$ cat src/rtl/conv_relu_maxpool2x2.sv
// Streaming 2x2 / stride-2 max-pool with a half-line buffer and regenerated frame/line markers.
// Define CONV_POOL_RELU_EN to clamp negative pooled results to zero (ReLU after pool).
module conv_relu_maxpool2x2 #(
  parameter int DATA_W = 16,
  parameter int LINE_W = 30
) (
  input  logic                     clk,
  input  logic                     rst,
  input  logic signed [DATA_W-1:0] data_in,
  input  logic                     valid_in,
  input  logic                     frame_start_in,
  input  logic                     line_start_in,
  input  logic                     frame_end_in,
  output logic signed [DATA_W-1:0] data_out,
  output logic                     out_valid,
  output logic                     frame_start_out,
  output logic                     line_start_out,
  output logic                     frame_end_out,
  output logic                     line_ovf
);

  localparam int CW   = $clog2(LINE_W + 1);
  localparam int HALF = LINE_W / 2;
  localparam int AW   = (HALF > 1) ? $clog2(HALF) : 1;
  localparam logic [CW-1:0] LAST_COL = CW'(LINE_W);
  localparam logic [CW-1:0] COL_ONE  = CW'(1);

  typedef enum logic [1:0] {IDLE, EVEN_ROW, ODD_ROW} state_t;

  state_t                   state, state_nxt;
  logic [CW-1:0]            col, pc;
  logic [AW-1:0]            idx;
  logic signed [DATA_W-1:0] hold, buf_rd, top_max, m, pooled;
  logic signed [DATA_W-1:0] linebuf [HALF];
  logic                     first_out, take, in_range, odd_row, emit, wr;

  always_ff @(posedge clk) begin : state_reg
    // NOTE: sequential state uses non-blocking assignments so every register samples pre-edge values.
    if (rst) state <= IDLE;
    else     state <= state_nxt;
  end

  always_comb begin : fsm_next
    // NOTE: defaults are assigned first so no path through this block can infer a latch.
    state_nxt = state;
    if (take) begin
      if (frame_end_in)        state_nxt = IDLE;
      else if (frame_start_in) state_nxt = EVEN_ROW;
      else if (line_start_in)  state_nxt = (state == EVEN_ROW) ? ODD_ROW : EVEN_ROW;
    end
  end

  always_comb begin : window_logic
    take     = valid_in && (frame_start_in || (state != IDLE));
    pc       = (frame_start_in || line_start_in) ? '0 : col;
    in_range = pc < LAST_COL;
    // Row parity of the pixel being processed, accounting for a marker arriving with it.
    if (frame_start_in)     odd_row = 1'b0;
    else if (line_start_in) odd_row = (state == EVEN_ROW);
    else                    odd_row = (state == ODD_ROW);
    emit    = take && in_range && odd_row && pc[0];
    wr      = take && in_range && !odd_row && pc[0];
    idx     = AW'(pc >> 1);
    buf_rd  = linebuf[idx];
    top_max = (hold > data_in) ? hold : data_in;
    m       = (buf_rd > top_max) ? buf_rd : top_max;
`ifdef CONV_POOL_RELU_EN
    pooled  = m[DATA_W-1] ? '0 : m;
`else
    pooled  = m;
`endif
  end

  always_ff @(posedge clk) begin : datapath
    if (rst) begin
      col             <= '0;
      hold            <= '0;
      first_out       <= 1'b0;
      line_ovf        <= 1'b0;
      data_out        <= '0;
      out_valid       <= 1'b0;
      frame_start_out <= 1'b0;
      line_start_out  <= 1'b0;
      frame_end_out   <= 1'b0;
    end else begin
      out_valid       <= emit;
      frame_start_out <= emit && first_out;
      line_start_out  <= emit && (pc == COL_ONE);
      frame_end_out   <= take && frame_end_in;
      if (emit) data_out <= pooled;
      if (take) begin
        // Column saturates at LINE_W; pixels beyond it are dropped and flagged.
        col <= in_range ? pc + COL_ONE : pc;
        if (in_range && !pc[0]) hold <= data_in;
        if (frame_start_in) begin
          first_out <= 1'b1;
          line_ovf  <= 1'b0;
        end else begin
          if (emit)      first_out <= 1'b0;
          if (!in_range) line_ovf  <= 1'b1;
        end
      end
    end
  end

  always_ff @(posedge clk) begin : line_buffer
    // NOTE: the line buffer has no reset; each entry is written on the even row before the odd row reads it.
    if (wr) linebuf[idx] <= top_max;
  end

endmodule

$ cat config.mk
export PLATFORM = sky130hd
export DESIGN_NAME = conv_relu_maxpool2x2
export DESIGN_NICKNAME = d
export VERILOG_FILES = /design/src/rtl/conv_relu_maxpool2x2.sv
export SDC_FILE = /design/constraint.sdc
export NUM_CORES = 1
export LEC_CHECK = 0
export ABC_AREA = 1
export BUFFER_PORTS_ARGS = -buffer_cell sky130_fd_sc_hd__buf_2
export CORE_ASPECT_RATIO = 1.4
export CORE_UTILIZATION = 44
export CTS_BUF_LIST = sky130_fd_sc_hd__clkbuf_2 sky130_fd_sc_hd__clkbuf_4 sky130_fd_sc_hd__clkbuf_8
export DETAILED_ROUTE_END_ITERATION = 10
export GPL_ROUTABILITY_DRIVEN = 0
export SETUP_SLACK_MARGIN = 0.4
export SLEW_MARGIN = 20
export SYNTH_ARGS = -nofsm -noshare
export SYNTH_HDL_FRONTEND = slang
export SYNTH_SLANG_ARGS = --single-unit
$ cat constraint.sdc
create_clock -name clk -period 6.3 [get_ports clk]
set_input_delay 0.63 -clock clk [delete_from_list [all_inputs] [get_ports clk]]
set_output_delay 0.63 -clock clk [all_outputs]
set_load 0.1 [all_outputs]
After elaboration in Yosys (flattened, before gate mapping)
Memory sizes are Yosys's and may differ from the RTL's.
Cells that the tools add are included.
{"block": "classes", "eq_ne": 4, "order_cmp": 3, "add_sub_neg": 1, "muxes": 16, "reduce_logical": 21}
{"op": "$gt A16 B16 Y1", "count": 2}
{"op": "$mux W16", "count": 2}
{"op": "$logic_and A1 B1 Y1", "count": 10}
{"op": "$mux W5", "count": 2}
{"op": "$mux W1", "count": 8}
{"op": "$mux W2", "count": 4}
{"op": "$reduce_and A2 Y1", "count": 4}
{"op": "$add A5 B1 Y5 const B", "count": 1}
{"op": "$eq A5 B1 Y1 const B", "count": 1}
{"op": "$lt A5 B5 Y1 const B", "count": 1}
{"op": "$reduce_bool A2 Y1", "count": 2}
{"op": "$reduce_bool A3 Y1", "count": 1}
{"op": "$eq A2 B1 Y1 const B", "count": 1}
{"op": "$eq A2 B2 Y1 const B", "count": 1}
{"op": "$logic_not A1 Y1", "count": 2}
{"op": "$logic_or A1 B1 Y1", "count": 2}
{"op": "$ne A2 B2 Y1 const B", "count": 1}
{"block": "totals", "memories": 1, "mem_bits_rw": 240, "ff_bits": 45, "out_inout_bits": 21}
{"memory": "linebuf", "words": 15, "width": 16, "read_ports": 1, "rd_ports_with_merged_regs": 0, "write_ports": 1, "line": "34", "text": "logic signed [DATA_W-1:0] linebuf [HALF];"}

Longest topological paths before layout
{"block": "logic_depth", "depth_word": 8, "depth_mapped": 32, "mapped_depth_nobuf": 30}

Least setup slack after synthesis
Ideal clock, no wire load.
{"block": "synth_timing", "kind": "input-to-reg", "startpoint": "in data_in[15]", "endpoint": "reg data_out[0]", "cell_stages": 26, "setup_time_ps": 122, "arrival_ps": 3539, "slack_ps": 2638, "required_ps": 6178, "path_buffers": 2, "path_cell_list": "inv_1 ha_1 a21oi_1 o21ai_0 a21oi_1 nand2_1 nand2_2 buf_1 nand4_1 and2_1 ha_1 inv_1 nand2_1 nand2_1 nand2_1 nand2_1 nand2_1 nand2_1 nand2_1 nand2_1 nand2_1 nand3_1 clkbuf_1 nor2_1 nor2_1 a21oi_1"}
{"block": "synth_between", "elab_chain_len": 4}
{"item": "start: declaration", "line": "9", "text": "input logic signed [DATA_W-1:0] data_in,"}
{"item": "$gt A16 B16 Y1 *", "line": "65", "text": "top_max = (hold > data_in) ? hold : data_in;"}
{"item": "$mux W16 *", "line": "65"}
{"item": "net top_max[0]", "line": "33", "text": "logic signed [DATA_W-1:0] hold, buf_rd, top_max, m, pooled;"}
{"item": "$gt A16 B16 Y1", "line": "66", "text": "m = (buf_rd > top_max) ? buf_rd : top_max;"}
{"item": "$mux W16 *", "line": "66"}
{"item": "end signal: assignment", "line": "90", "text": "if (emit) data_out <= pooled;"}
{"item": "end: declaration", "line": "14", "text": "output logic signed [DATA_W-1:0] data_out,"}
Mark *: on every way through the listed nets, which the timed path passes. The rest lies on a longest branch.
A chain may end at the register's enable or synchronous reset.

Worst setup path in the final report
{"block": "layout_timing", "startpoint": "reg hold[15]", "endpoint": "reg data_out[11]"}
{"block": "layout_between", "elab_chain_len": 4}
{"item": "start: declaration", "line": "33"}
{"item": "start signal: assignment", "line": "94", "text": "if (in_range && !pc[0]) hold <= data_in;"}
{"item": "$gt A16 B16 Y1", "line": "65"}
{"item": "$mux W16", "line": "65"}
{"item": "net top_max[0]", "line": "33"}
{"item": "$gt A16 B16 Y1", "line": "66"}
{"item": "$mux W16", "line": "66"}
The timed path passes the listed nets, and every way through them passes these cells.

==> results_dict.tcl <==
set metrics [dict create \
    outcome "finished, final reports clean" \
    rsz0062_at_grt "false" \
    arrival_ns 4.82 \
    ir_drop_uv 202 \
    rows 73 \
    start_util 0.450 \
    hold_path_class "input pin to register" \
    r2r_cells 24 \
    multi_input_comb_area_um2 4070 \
    cts_buffers 42 \
    start_kind "register" \
    ant_nets 0 \
    via_per_inst 5.13 \
    synth_area_leaders "edfxtp_1 56%, nand2_1 16%, dfxtp_1 7.0%" \
    dieHeight_um 204 \
    cts_setup_buffers 0 \
    cts_root_buf "clkbuf_8" \
    netlist_area_um2 12800 \
    max_freq_mhz 231 \
    ys_seq_elements 285 \
    hold_slack_ns 0.340 \
    grt_first_pass_wirelength_um 49000 \
    overflow 0 \
    area_growth_pct 10.7 \
    cp-end-kind "register" \
    via_count 9151 \
    grt_pass1_vias 8969 \
    report.final.hold_viol_count 0 \
    final.setup.worst_slack_ns 1.98 \
    cap_violations 0 \
    grtUsageTotal 0.216 \
    route.detailed.drc 0 \
    reg2reg_to "data_out[11]" \
    dr.pass1.iters 5 \
    setup.worst_path.start "hold[15]" \
    synth_cell_types 37 \
    finalWirelength_um 31600 \
    postCtsHoldBufs 0 \
    reg2reg_setup_slack_ns 1.98 \
    dr.first_iter.drc_count 667 \
    clk_latency_ns 0.57 \
    top_register "linebuf" \
    fin_nets 1435 \
    crit_required_ns 6.79 \
    synth.top_cell.area_share 0.563 \
    tightestPinTransition_ns 1.19 \
    place_ws_ns 1.48 \
    final-max-slew-violation-count 0 \
    post-route-min-period_ns 4.32 \
    h-tree-depth 2 \
    largest_registers "linebuf: 240 flops, data_out: 16 flops, hold: 16 flops" \
    fill_cells 2684 \
    syn-num-nets 1378 \
    seq_area_frac_synth 0.633 \
    io_pins 43 \
    fin_tns_setup_ns 0 \
    clk_pin_slew_ns 0.06 \
    placeableCoreArea_um2 28500 \
    cellPowerDensity_nw_per_um2 293 \
    grt_max_degree 65 \
    io_buffers 42 \
    endpoint "data_out[11]" \
    skew_ns 0.0187 \
    diodes 0 \
    tritoncts "yes" \
    post_drt_wl_per_cell_um 17.7 \
    slew-limit-headroom 0.207 \
    worst_r2r_startpoint "hold[15]" \
    antenna_found_initial 0 \
    fp.dieW_um 146 \
    regArea_um2 8110 \
    largest_register_ffs 240 \
    setup_viol 0 \
    setup.worst_path.class "register to register" \
    synth_area_per_cell_um2 9.70 \
    period_share 0.686 \
    crit_fanout 32 \
    dieArea_um2 29800 \
    clock-sinks 285 \
    yosysWarnings 0 \
    synthCells 1321 \
    dp_hpwl_um 20100 \
    total_leakage_power_nw 6.04 \
    cts-resized-gates 0 \
    final_core_util 0.498 \
    clk_path_buf_depth 3 \
    drive_gt1_frac 0.113 \
    synth_largest_area_cell "edfxtp_1" \
]
-- stage by stage --
step | power (mW) | cells | cell area [µm²]
floorplan | 2.59 | 1321 | 12800
global placement | 2.73 | 1709 | 13400
detailed placement | 2.75 | 1709 | 13400
CTS | 4.18 | 1784 | 14200
global route | 4.32 | 1784 | 14200
finish | 4.15 | 1784 | 14200
-- synthesized netlist by cell type --
master    count
buf_1         5
buf_4         6
nand4_1      17
nor3_4        1
buf_2        24
o221ai_1      1
o21ai_0      34
inv_4         1
a211oi_1      2
a221oi_1      2
ha_1         35
nor3_1        2
inv_2         8
nor2_8        2
a21oi_1      47
nor4_1        1
nand2_2       4
nand3_2       2
nor2_4        3
o21ai_1       3
buf_6         5
nand3_1      71
a21o_1        2
nor3b_1       1
o31ai_1       1
nor2_2        3
inv_1        90
clkbuf_1     10
nor2_1       82
and2_1        1
o211ai_1      1
xnor2_1       1
nand2_4       2
nand2_1     561
dfxtp_1      45
a31oi_1       5
edfxtp_1    240
-- worst max-delay path, cell delays in order (launching register included) --
cell,delay [ns]
dfxtp_1,0.31
ha_1,0.34
a21oi_1,0.17
o21ai_0,0.12
a21oi_1,0.20
nand2_1,0.10
nand2_2,0.26
nand3_2,0.35
nand2_1,0.19
and2_1,0.48
ha_1,0.23
inv_1,0.04
nand2_1,0.05
nand2_1,0.05
nand2_1,0.05
nand2_1,0.05
nand2_1,0.06
nand2_1,0.04
nand2_1,0.07
nand2_1,0.05
nand2_1,0.07
nand3_2,0.48
nor2_1,0.27
nor2_1,0.06
a21oi_1,0.16
-- placed cells by master, fill, tap and decap left out, types with 5 or more instances in the layout --
master and count:
o21ai_0 34, ha_1 35, buf_4 21, dfxtp_1 45, a31oi_1 5, edfxtp_1 240
clkbuf_4 15, inv_2 8, nor2_2 8, clkbuf_8 45, buf_2 42, nand2_1 560
clkinv_1 12, nand4_1 17, nand3_1 70, nor2_1 77, a21oi_1 47, nand2_2 5
inv_1 90
-- logic make-up (layout without fill, tap and decap cells) --
group           Yosys count  count (layout)  synth area share
fa+ha+maj                35              35            0.0342
simple gates            753             753             0.241
xor+xnor                  1               1          0.000684
buf+inv                 149             237            0.0509
flops                   285             285             0.633
compound gates           98              98            0.0408
-- layout make-up --
| cell class | count | share of cell area |
|---|---|---|
| flip-flops and latches | 285 | 0.572 |
| clock inverters | 15 | 0.00423 |
| multi-input cells | 887 | 0.287 |
| inverters | 99 | 0.0264 |
| clock buffers | 60 | 0.0516 |
| well taps | 375 | 0.0331 |
| repair buffers | 63 | 0.0259 |
-- power breakdown --
group | internal (mW) | total, mW | switching [mW]
Combinational | 0.131 | 0.536 | 0.405
Sequential | 2.16 | 2.17 | 0.0108
Clock | 0.745 | 1.44 | 0.697
Total | 3.04 | 4.15 | 1.11
-- per-layer routing --
layer,vias to the layer above,routed length [µm],track usage
met5,-,0,0
met2,256,15800,0.388
met4,0,917,0.0844
met3,74,1610,0.0344
met1,4345,13200,0.259
li1,4476,-,-
-- how the worst min path moves through the flow --
stage | start | to | slack, ns | depth (start not counted)
2_1_floorplan | first_out | frame_start_out | 0.41 | 2
3_3_place_gp | first_out | frame_start_out | 0.43 | 2
3_5_place_dp | first_out | frame_start_out | 0.44 | 2
4_1_cts | frame_end_in | frame_end_out | 0.31 | 3
5_1_grt | rst | first_out | 0.32 | 2
6_report | frame_end_in | frame_end_out | 0.34 | 3
Power figures use the tool's default switching activity.
